`src/rtl/conv_pkg.sv`:
```
// conv_pkg - shared types and default sizes for the convolution x-stream path.
//   state_e      : x_stream_master FSM states (load / ready / stream / done)
//   DefDataWidth : default width of one x element
//   DefXSize     : default words per x vector
//   DefFSize     : default beats accepted before conv_start fires
package conv_pkg;

    localparam int unsigned DefDataWidth = 16;
    localparam int unsigned DefXSize     = 128;
    localparam int unsigned DefFSize     = 32;

    typedef enum logic [1:0] {
        StLoad,
        StReady,
        StStream,
        StDone
    } state_e;

endpackage

```
`src/rtl/xbuf_ram.sv`:
```
// xbuf_ram - DEPTH x DATA_WIDTH vector buffer, one write port, one synchronous read port.
// Ports:
//   clk      : rising-edge clock
//   we_i     : write enable, waddr_i / wdata_i : write address / data
//   re_i     : read enable, raddr_i : read address
//   rdata_o  : read data, valid the cycle after re_i (holds otherwise)
// Contents are never cleared.
module xbuf_ram #(
    parameter int unsigned DATA_WIDTH = 16,
    parameter int unsigned DEPTH      = 128,
    parameter int unsigned ADDR_WIDTH = $clog2(DEPTH)
) (
    input  logic                  clk,
    input  logic                  we_i,
    input  logic [ADDR_WIDTH-1:0] waddr_i,
    input  logic [DATA_WIDTH-1:0] wdata_i,
    input  logic                  re_i,
    input  logic [ADDR_WIDTH-1:0] raddr_i,
    output logic [DATA_WIDTH-1:0] rdata_o
);

    logic [DATA_WIDTH-1:0] mem_q [DEPTH];
    logic [DATA_WIDTH-1:0] rdata_q;

    always_ff @(posedge clk) begin
        if (we_i) begin
            mem_q[waddr_i] <= wdata_i;
        end
        if (re_i) begin
            rdata_q <= mem_q[raddr_i];
        end
    end

    assign rdata_o = rdata_q;

endmodule

```
`src/rtl/x_stream_master.sv`:
```
// x_stream_master - buffers one X_SIZE-word x vector and streams it out valid/ready.
// Ports:
//   clk, reset               : rising-edge clock, synchronous active-high reset
//   load_valid/load_data/load_ready : vector load port (accepted only in the load state)
//   start                    : stream request, honoured only when a full vector is buffered
//   busy                     : streaming in progress
//   m_valid/m_data/m_last/m_ready : output stream into the convolution unit
//   conv_start               : one-cycle pulse after the F_SIZE-th accepted beat
//   done                     : one-cycle pulse after the last accepted beat
// Build option: define X_STREAM_REPLAY_EN to keep the buffer valid after done so a new
// start replays the same vector; otherwise a full reload is required.
module x_stream_master
    import conv_pkg::*;
#(
    parameter int unsigned DATA_WIDTH = DefDataWidth,
    parameter int unsigned X_SIZE     = DefXSize,
    parameter int unsigned F_SIZE     = DefFSize,
    parameter int unsigned ADDR_WIDTH = $clog2(X_SIZE)
) (
    input  logic                  clk,
    input  logic                  reset,
    input  logic                  load_valid,
    input  logic [DATA_WIDTH-1:0] load_data,
    output logic                  load_ready,
    input  logic                  start,
    output logic                  busy,
    output logic                  m_valid,
    output logic [DATA_WIDTH-1:0] m_data,
    input  logic                  m_ready,
    output logic                  m_last,
    output logic                  conv_start,
    output logic                  done
);

    localparam int unsigned PtrW = ADDR_WIDTH + 1;
    typedef logic [PtrW-1:0] ptr_t;
    localparam ptr_t XLast = ptr_t'(X_SIZE - 1);
    localparam ptr_t XEnd  = ptr_t'(X_SIZE);
    localparam ptr_t FLast = ptr_t'(F_SIZE - 1);

    state_e state_q, state_d;
    ptr_t   wr_ptr_q, wr_ptr_d, rd_ptr_q, rd_ptr_d, beat_cnt_q, beat_cnt_d;
    logic   load_ready_q, load_ready_d, busy_q, busy_d;
    logic   conv_start_q, conv_start_d, done_q, done_d;
    logic   rd_pend_q, rd_pend_d, rd_last_q, rd_last_d;

    // Two-entry prefetch FIFO holding {data, last}.
    logic [DATA_WIDTH-1:0] fifo_data_q [2];
    logic [DATA_WIDTH-1:0] fifo_data_d [2];
    logic [1:0]            fifo_last_q, fifo_last_d;
    logic                  fifo_wr_q, fifo_wr_d, fifo_rd_q, fifo_rd_d;
    logic [1:0]            fifo_cnt_q, fifo_cnt_d;

    logic                  load_fire, hs, rd_en;
    logic [2:0]            occ_after_pop;
    logic [DATA_WIDTH-1:0] ram_rdata;

    assign load_fire = load_valid && load_ready_q;
    assign hs        = (fifo_cnt_q != 2'd0) && m_ready;

    // Count the slot freed by this cycle's pop so a steady ready stream has no bubbles;
    // occupancy plus in-flight reads still never exceeds two.
    assign occ_after_pop = {1'b0, fifo_cnt_q} + {2'b00, rd_pend_q} - {2'b00, hs};

    // The first read is launched in the same cycle start is accepted, giving a
    // two-cycle start-to-m_valid latency.
    assign rd_en = ((state_q == StReady && start) || state_q == StStream)
                   && (rd_ptr_q < XEnd) && (occ_after_pop < 3'd2);

    xbuf_ram #(
        .DATA_WIDTH (DATA_WIDTH),
        .DEPTH      (X_SIZE),
        .ADDR_WIDTH (ADDR_WIDTH)
    ) u_xbuf_ram (
        .clk     (clk),
        .we_i    (load_fire),
        .waddr_i (wr_ptr_q[ADDR_WIDTH-1:0]),
        .wdata_i (load_data),
        .re_i    (rd_en),
        .raddr_i (rd_ptr_q[ADDR_WIDTH-1:0]),
        .rdata_o (ram_rdata)
    );

    always_comb begin
        state_d      = state_q;
        wr_ptr_d     = wr_ptr_q;
        rd_ptr_d     = rd_ptr_q;
        beat_cnt_d   = beat_cnt_q;
        conv_start_d = 1'b0;
        done_d       = 1'b0;
        rd_pend_d    = rd_en;
        rd_last_d    = rd_last_q;
        fifo_data_d  = fifo_data_q;
        fifo_last_d  = fifo_last_q;
        fifo_wr_d    = fifo_wr_q;
        fifo_rd_d    = fifo_rd_q;

        unique case (state_q)
            StLoad: begin
                if (load_fire) begin
                    if (wr_ptr_q == XLast) begin
                        wr_ptr_d = '0;
                        state_d  = StReady;
                    end else begin
                        wr_ptr_d = wr_ptr_q + ptr_t'(1);
                    end
                end
            end
            StReady: begin
                if (start) begin
                    state_d    = StStream;
                    beat_cnt_d = '0;
                end
            end
            StStream: begin
                if (hs) begin
                    beat_cnt_d = beat_cnt_q + ptr_t'(1);
                    if (beat_cnt_q == FLast) begin
                        conv_start_d = 1'b1;
                    end
                    if (fifo_last_q[fifo_rd_q]) begin
                        done_d  = 1'b1;
                        state_d = StDone;
                    end
                end
            end
            StDone: begin
                rd_ptr_d = '0;
`ifdef X_STREAM_REPLAY_EN
                state_d  = StReady;
`else
                state_d  = StLoad;
`endif
            end
            default: state_d = StLoad;
        endcase

        if (rd_en) begin
            rd_ptr_d  = rd_ptr_q + ptr_t'(1);
            rd_last_d = (rd_ptr_q == XLast);
        end

        // RAM data lands one cycle after the read was issued.
        if (rd_pend_q) begin
            fifo_data_d[fifo_wr_q] = ram_rdata;
            fifo_last_d[fifo_wr_q] = rd_last_q;
            fifo_wr_d              = ~fifo_wr_q;
        end
        if (hs) begin
            fifo_rd_d = ~fifo_rd_q;
        end
        fifo_cnt_d = fifo_cnt_q + {1'b0, rd_pend_q} - {1'b0, hs};

        load_ready_d = (state_d == StLoad);
        busy_d       = (state_d == StStream);
    end

    always_ff @(posedge clk) begin
        if (reset) begin
            state_q        <= StLoad;
            wr_ptr_q       <= '0;
            rd_ptr_q       <= '0;
            beat_cnt_q     <= '0;
            load_ready_q   <= 1'b0;
            busy_q         <= 1'b0;
            conv_start_q   <= 1'b0;
            done_q         <= 1'b0;
            rd_pend_q      <= 1'b0;
            rd_last_q      <= 1'b0;
            fifo_data_q[0] <= '0;
            fifo_data_q[1] <= '0;
            fifo_last_q    <= '0;
            fifo_wr_q      <= 1'b0;
            fifo_rd_q      <= 1'b0;
            fifo_cnt_q     <= '0;
        end else begin
            state_q        <= state_d;
            wr_ptr_q       <= wr_ptr_d;
            rd_ptr_q       <= rd_ptr_d;
            beat_cnt_q     <= beat_cnt_d;
            load_ready_q   <= load_ready_d;
            busy_q         <= busy_d;
            conv_start_q   <= conv_start_d;
            done_q         <= done_d;
            rd_pend_q      <= rd_pend_d;
            rd_last_q      <= rd_last_d;
            fifo_data_q[0] <= fifo_data_d[0];
            fifo_data_q[1] <= fifo_data_d[1];
            fifo_last_q    <= fifo_last_d;
            fifo_wr_q      <= fifo_wr_d;
            fifo_rd_q      <= fifo_rd_d;
            fifo_cnt_q     <= fifo_cnt_d;
        end
    end

    assign load_ready = load_ready_q;
    assign busy       = busy_q;
    assign conv_start = conv_start_q;
    assign done       = done_q;
    assign m_valid    = (fifo_cnt_q != 2'd0);
    assign m_data     = fifo_data_q[fifo_rd_q];
    assign m_last     = fifo_last_q[fifo_rd_q];

endmodule

```
`config.mk`:
```
export PLATFORM = sky130hd
export DESIGN_NAME = x_stream_master
export DESIGN_NICKNAME = d
export VERILOG_FILES = /design/src/rtl/conv_pkg.sv /design/src/rtl/xbuf_ram.sv /design/src/rtl/x_stream_master.sv
export SDC_FILE = /design/constraint.sdc
export NUM_CORES = 2
export LEC_CHECK = 0
export CELL_PAD_IN_SITES_DETAIL_PLACEMENT = 2
export CELL_PAD_IN_SITES_GLOBAL_PLACEMENT = 2
export CORE_MARGIN = 5
export CORE_UTILIZATION = 52
export DETAILED_ROUTE_END_ITERATION = 10
export PLACE_DENSITY_LB_ADDON = 0.1
export RECOVER_POWER = 50
export SETUP_SLACK_MARGIN = 0.5
export SYNTH_ARGS = -nofsm -noshare
export SYNTH_HDL_FRONTEND = slang
export SYNTH_HIERARCHICAL = 1
export SYNTH_SLANG_ARGS = --single-unit
```
`constraint.sdc`:
```
create_clock -name clk -period 4.3 [get_ports clk]
set_clock_uncertainty 0.15 [all_clocks]
set_input_delay 0.43 -clock clk [delete_from_list [all_inputs] [get_ports clk]]
set_output_delay 0.43 -clock clk [all_outputs]
set_load 0.005 [all_outputs]
```
==> results of run 1 <==
==> stage by stage <==
step | hold slack (ns) | area (µm²) | std cells | setup WS, ns
floorplan | 0.2820 | 81760 | 3437 | 0.8588
global placement | 0.2898 | 86250 | 5585 | 0.7012
==> synthesized netlist by cell type (all sizes together), types with 2 or more instances <==
cell,number
a22o,3
clkbuf,94
edfxtp,2064
xor2,4
nand2,93
buf,90
and3,4
nor4,6
a21oi,43
a221o,2
nor3,14
o21a,3
mux2i,4
or2,2
nand2b,8
and2,3
and3b,3
o21ai,3
nand3,21
nor2,141
mux4,672
nor2b,10
a21boi,2
nand4,5
nand4b,2
nand3b,2
dfxtp,70
xnor2,8
ha,4
mux2,33
or3,3
inv,5
==> kinds of logic after synthesis <==
group           Yosys count
compound gates           66
xor+xnor                 12
fa+ha+maj                 5
buf+inv                 189
flops                  2134
mux                     709
simple gates            322
==> key figures, run 1 <==
Status
  • Stop Error: [ERROR DPL-0033] detailed placement checks failed during check placement.
  • Fail Step: 3_5_place_dp
  • Status: did not finish

Placement
  • Port Buffers: 42
  • RD Place Congestion: 0.7964
  • Dpl hpwl: 165200 µm

Logic synthesis
  • Post-synthesis sequential area ratio: 77.52%
  • Adder-Cell Fraction of Synth Area: 0.08570%
  • Xor/xnor share of the synthesized area: 0.1285%
  • Ys Warns: 6
  • Area contributors post-synth: edfxtp_1, mux4_2, dfxtp_1, nor2_1, mux2_2
  • Multiplexer share of the synthesized area: 19.01%
  • Synth area leader: edfxtp_1
  • Yosys top cell area share: 75.80%
  • Post-synthesis cell type count: 54
  • Synth Register Bits: 2134
  • Number of synthesized flops with an enable pin: 2064
  • Asr flop ratio synth: 0%
  • Netlist Area Pre-Place: 81760 µm²
  • Post-Synth Simple-Gate Area: 1.734%
  • Top_reg_cell synth: edfxtp_1
  • Syn Area/Cell: 23.79 µm²
  • Compound-cell area share of the yosys netlist: 0.5249%
  • Largest family of logic cells by synthesized area: multiplexers
  • Mapped Cells: 3437
  • Syn Nets: 3463

Die
  • DIE WIDTH: 406.5 µm
  • Die height: 406.5 µm
  • # rows: 145
  • Starting Density: 52.34%
  • # IOs: 43
==> run 2: changes to the inputs <==
- CELL_PAD_IN_SITES_DETAIL_PLACEMENT: 2 -> not set
- CELL_PAD_IN_SITES_GLOBAL_PLACEMENT: 2 -> not set
- CORE_UTILIZATION: 52 -> 40
- PLACE_DENSITY_LB_ADDON: 0.1 -> 0.15
- SETUP_SLACK_MARGIN: 0.5 -> not set
==> key figures, run 2 <==
Clock tree
  • Hold buffer count at cts: 10
  • Setup Buffers After CTS: 0
  • Clk buf depth: 3
  • H-tree Lvls: 4
  • CTS Sinks: 2134
  • Clock Latency Late Sink: 0.85 ns
  • # resized after CTS: 0
  • Clock transition at the registers of the reported paths: 0.06 ns
  • TritonCTS clock tree: yes
  • Num CTS Buffers: 217
  • Root Driver: clkbuf_16

Logic synthesis
  • Yosys top cell area share: 75.80% (unchanged)
  • Area contributors post-synth: edfxtp_1, mux4_2, dfxtp_1, nor2_1, mux2_2
  • Number of synthesized flops with an enable pin: 2064 (unchanged)
  • Xor/xnor share of the synthesized area: 0.1285% (unchanged)
  • Post-Synth Simple-Gate Area: 1.734% (unchanged)
  • Compound-cell area share of the yosys netlist: 0.5249% (unchanged)
  • Syn Nets: 3463 (unchanged)
  • Count leader, synth: edfxtp_1
  • Adder-Cell Fraction of Synth Area: 0.08570% (unchanged)
  • Synth area leader: edfxtp_1
  • Post-synthesis sequential area ratio: 77.52% (unchanged)
  • Multiplexer share of the synthesized area: 19.01% (unchanged)
  • Ys Warns: 6 (unchanged)
  • Netlist Area Pre-Place: 81760 µm² (unchanged)
  • Largest family of logic cells by synthesized area: multiplexers
  • Syn Area/Cell: 23.79 µm² (unchanged)
  • Asr flop ratio synth: 0% (unchanged)
  • Synth Register Bits: 2134 (unchanged)
  • Synth cell count leaders: edfxtp_1, mux4_2, nor2_1, clkbuf_1, nand2_1
  • Post-synthesis cell type count: 54 (unchanged)
  • Top_reg_cell synth: edfxtp_1
  • Mapped Cells: 3437 (unchanged)

Hold path
  • Hold crit path type: input pin to register
  • Worst Hold Launch: reset

Global route
  • Largest net degree at the start of global routing: 99
  • Vias in the first global route: 38.08k
  • First-pass GRT wire length: 300600 µm
  • Overall Global Routing Usage: 20.13%
  • GRT overflow: 0
  • Number of antenna violations at the first check in global routing: 21

STA
  • Final period utilization: 86.56%
  • Worst relative slew slack: -181.6%
  • Hold Fails Final Rpt: 0
  • Setup TNS: 0 ns
  • Unrepaired setup endpoints after global routing: false
  • Final Critical Period: 3.722 ns
  • FMAX: 268.7 MHz
  • Setup violations, final: 0
  • Slew @ Worst Pin: 4.224 ns
  • Final max-slew violation count: 1340

Placement
  • Area of placed instances: 87130 µm²
  • Total placed cells including tap cells: 6219
  • RD Place Congestion: 0.7589 (-4.7%)
  • Port Buffers: 42 (unchanged)
  • Dpl hpwl: 125500 µm (-24%)

Cells and area
  • Layout cell share with drive strength beyond 1: 33.00%
  • Non-filler instance count after layout: 6635
  • Final Cell Area: 94030 µm²
  • Number of flip-flops under the largest register name: 2048
  • Most common cell after layout, fill and taps aside: edfxtp_1
  • Final nets: 3786
  • Most frequent cells in the layout: edfxtp_1, mux4_2, clkbuf_16, buf_4, nand2_1
  • Synth-to-Final Area Change: 15.01%
  • Most flops, register: u_xbuf_ram/mem_q
  • Final core occ: 46.10%

Routing
  • Drt first-iter violations: 4066
  • DRC violations left: 0
  • Routed vias: 37.77k
  • WL final: 213800 µm
  • ANT nets after route: 0
  • Vias per cell: 5.692
  • DRT Pass-1 Iters: 7
  • Wirelength per Cell: 32.22 µm

Setup path
  • Register-to-register setup slack: 0.73 ns
  • CP cell instances: dlygate4sd3_1 -> clkbuf_1 -> clkbuf_1
  • CP Class: input pin to register
  • Worst path max stage delay: 1.96 ns
  • Slowest cell on crit path: clkbuf_1
  • Most common cell on crit path: clkbuf_1
  • CP Data Arrival Time: 3.78 ns
  • Setup crit end kind: register
  • Startpoint types: input pin
  • Worst EP required: 4.36 ns
  • Crit Path Max Fanout: 54
  • Worst Setup SP: load_data[10]
  • Crit Reg-Reg Startpoint: rd_ptr_q[0]

Die
  • # rows: 166 (+14%)
  • Die ar.: 213500 µm²
  • Core footprint: 204000 µm²
  • Starting Density: 40.09% (-12 points)
  • # IOs: 43 (unchanged)
  • Die height: 462.1 µm (+14%)
  • DIE WIDTH: 462.1 µm (+14%)

Status
  • Failing checks: capacitance limit, slew limit
  • Status: finished with violations

Power and ir drop
  • Peak supply drop: 0.3611 mV
  • Power Density: 443.6 nW/µm²
  • Leakage: 0.02792 µW

Run
  • Max Cap Viol: 21
## run 2: cell counts after synthesis
Identical to the previous run, type by type.
## run 2: where the power goes
| group | total, µW | leakage [µW] | switching (µW) | internal [µW] |
|---|---|---|---|---|
| sequential | 22800 | 0.0191 | 12.0 | 22800 |
| combinational | 476 | 0.00543 | 412 | 63.8 |
| clock | 18400 | 0.00337 | 7840 | 10600 |
## run 2: worst max-delay path: cells and delay by family
family / cells / cell delay [ns]
buf+inv: 3 / 3.24
## run 2: path summary, 6_finish.rpt
kind | end | depth (start not counted)
hold reg to reg | fifo_data_q[23] | 2
hold / removal | fifo_cnt_q[1] | 3
setup / recovery | u_xbuf_ram/mem_q[74][10] | 3
setup reg to reg | u_xbuf_ram/rdata_o[3] | 6
## run 2: final cells by class
type,count,area [µm²]
fill,16810,109900
sequential,2134,63400
multi-input combinational,1114,17740
clock buffer,269,5762
tap,2688,3363
timing repair buffer,288,2550
clock inverter,133,1185
inverter,5,18.77
antenna,4,10.01
## run 2: logic make-up after synthesis
group / after synthesis
buffers and inverters: 189
adder cells (fa/ha/maj): 5
flip-flops: 2134
AO/OA/AOI/OAI: 66
multiplexers: 709
XOR/XNOR: 12
AND/OR/NAND/NOR: 322
## run 2: per-stage QoR
step | power [µW] | setup slack, ns | hold slack, ns
after floorplan | 23310 | 0.8588 | 0.2820
after CTS | 42140 | 0.6881 | 0.002834
final | 41710 | 0.5779 | 0.2852
after global placement | 23720 | 0.7069 | 0.2892
after global routing | 43060 | 0.3174 | 0.2603
after detailed placement | 23740 | 0.6993 | 0.2931
## run 2: routing by layer
layer	global-route usage, %	part of all wire (%)	vias up
met5	0	0.016	-
li1	-	-	15380
met2	31.02	47	1300
met3	4.391	7.4	282
met4	5.045	2.3	6
met1	29.47	44	20800
Note: power is estimated with default switching activity, not from simulation.
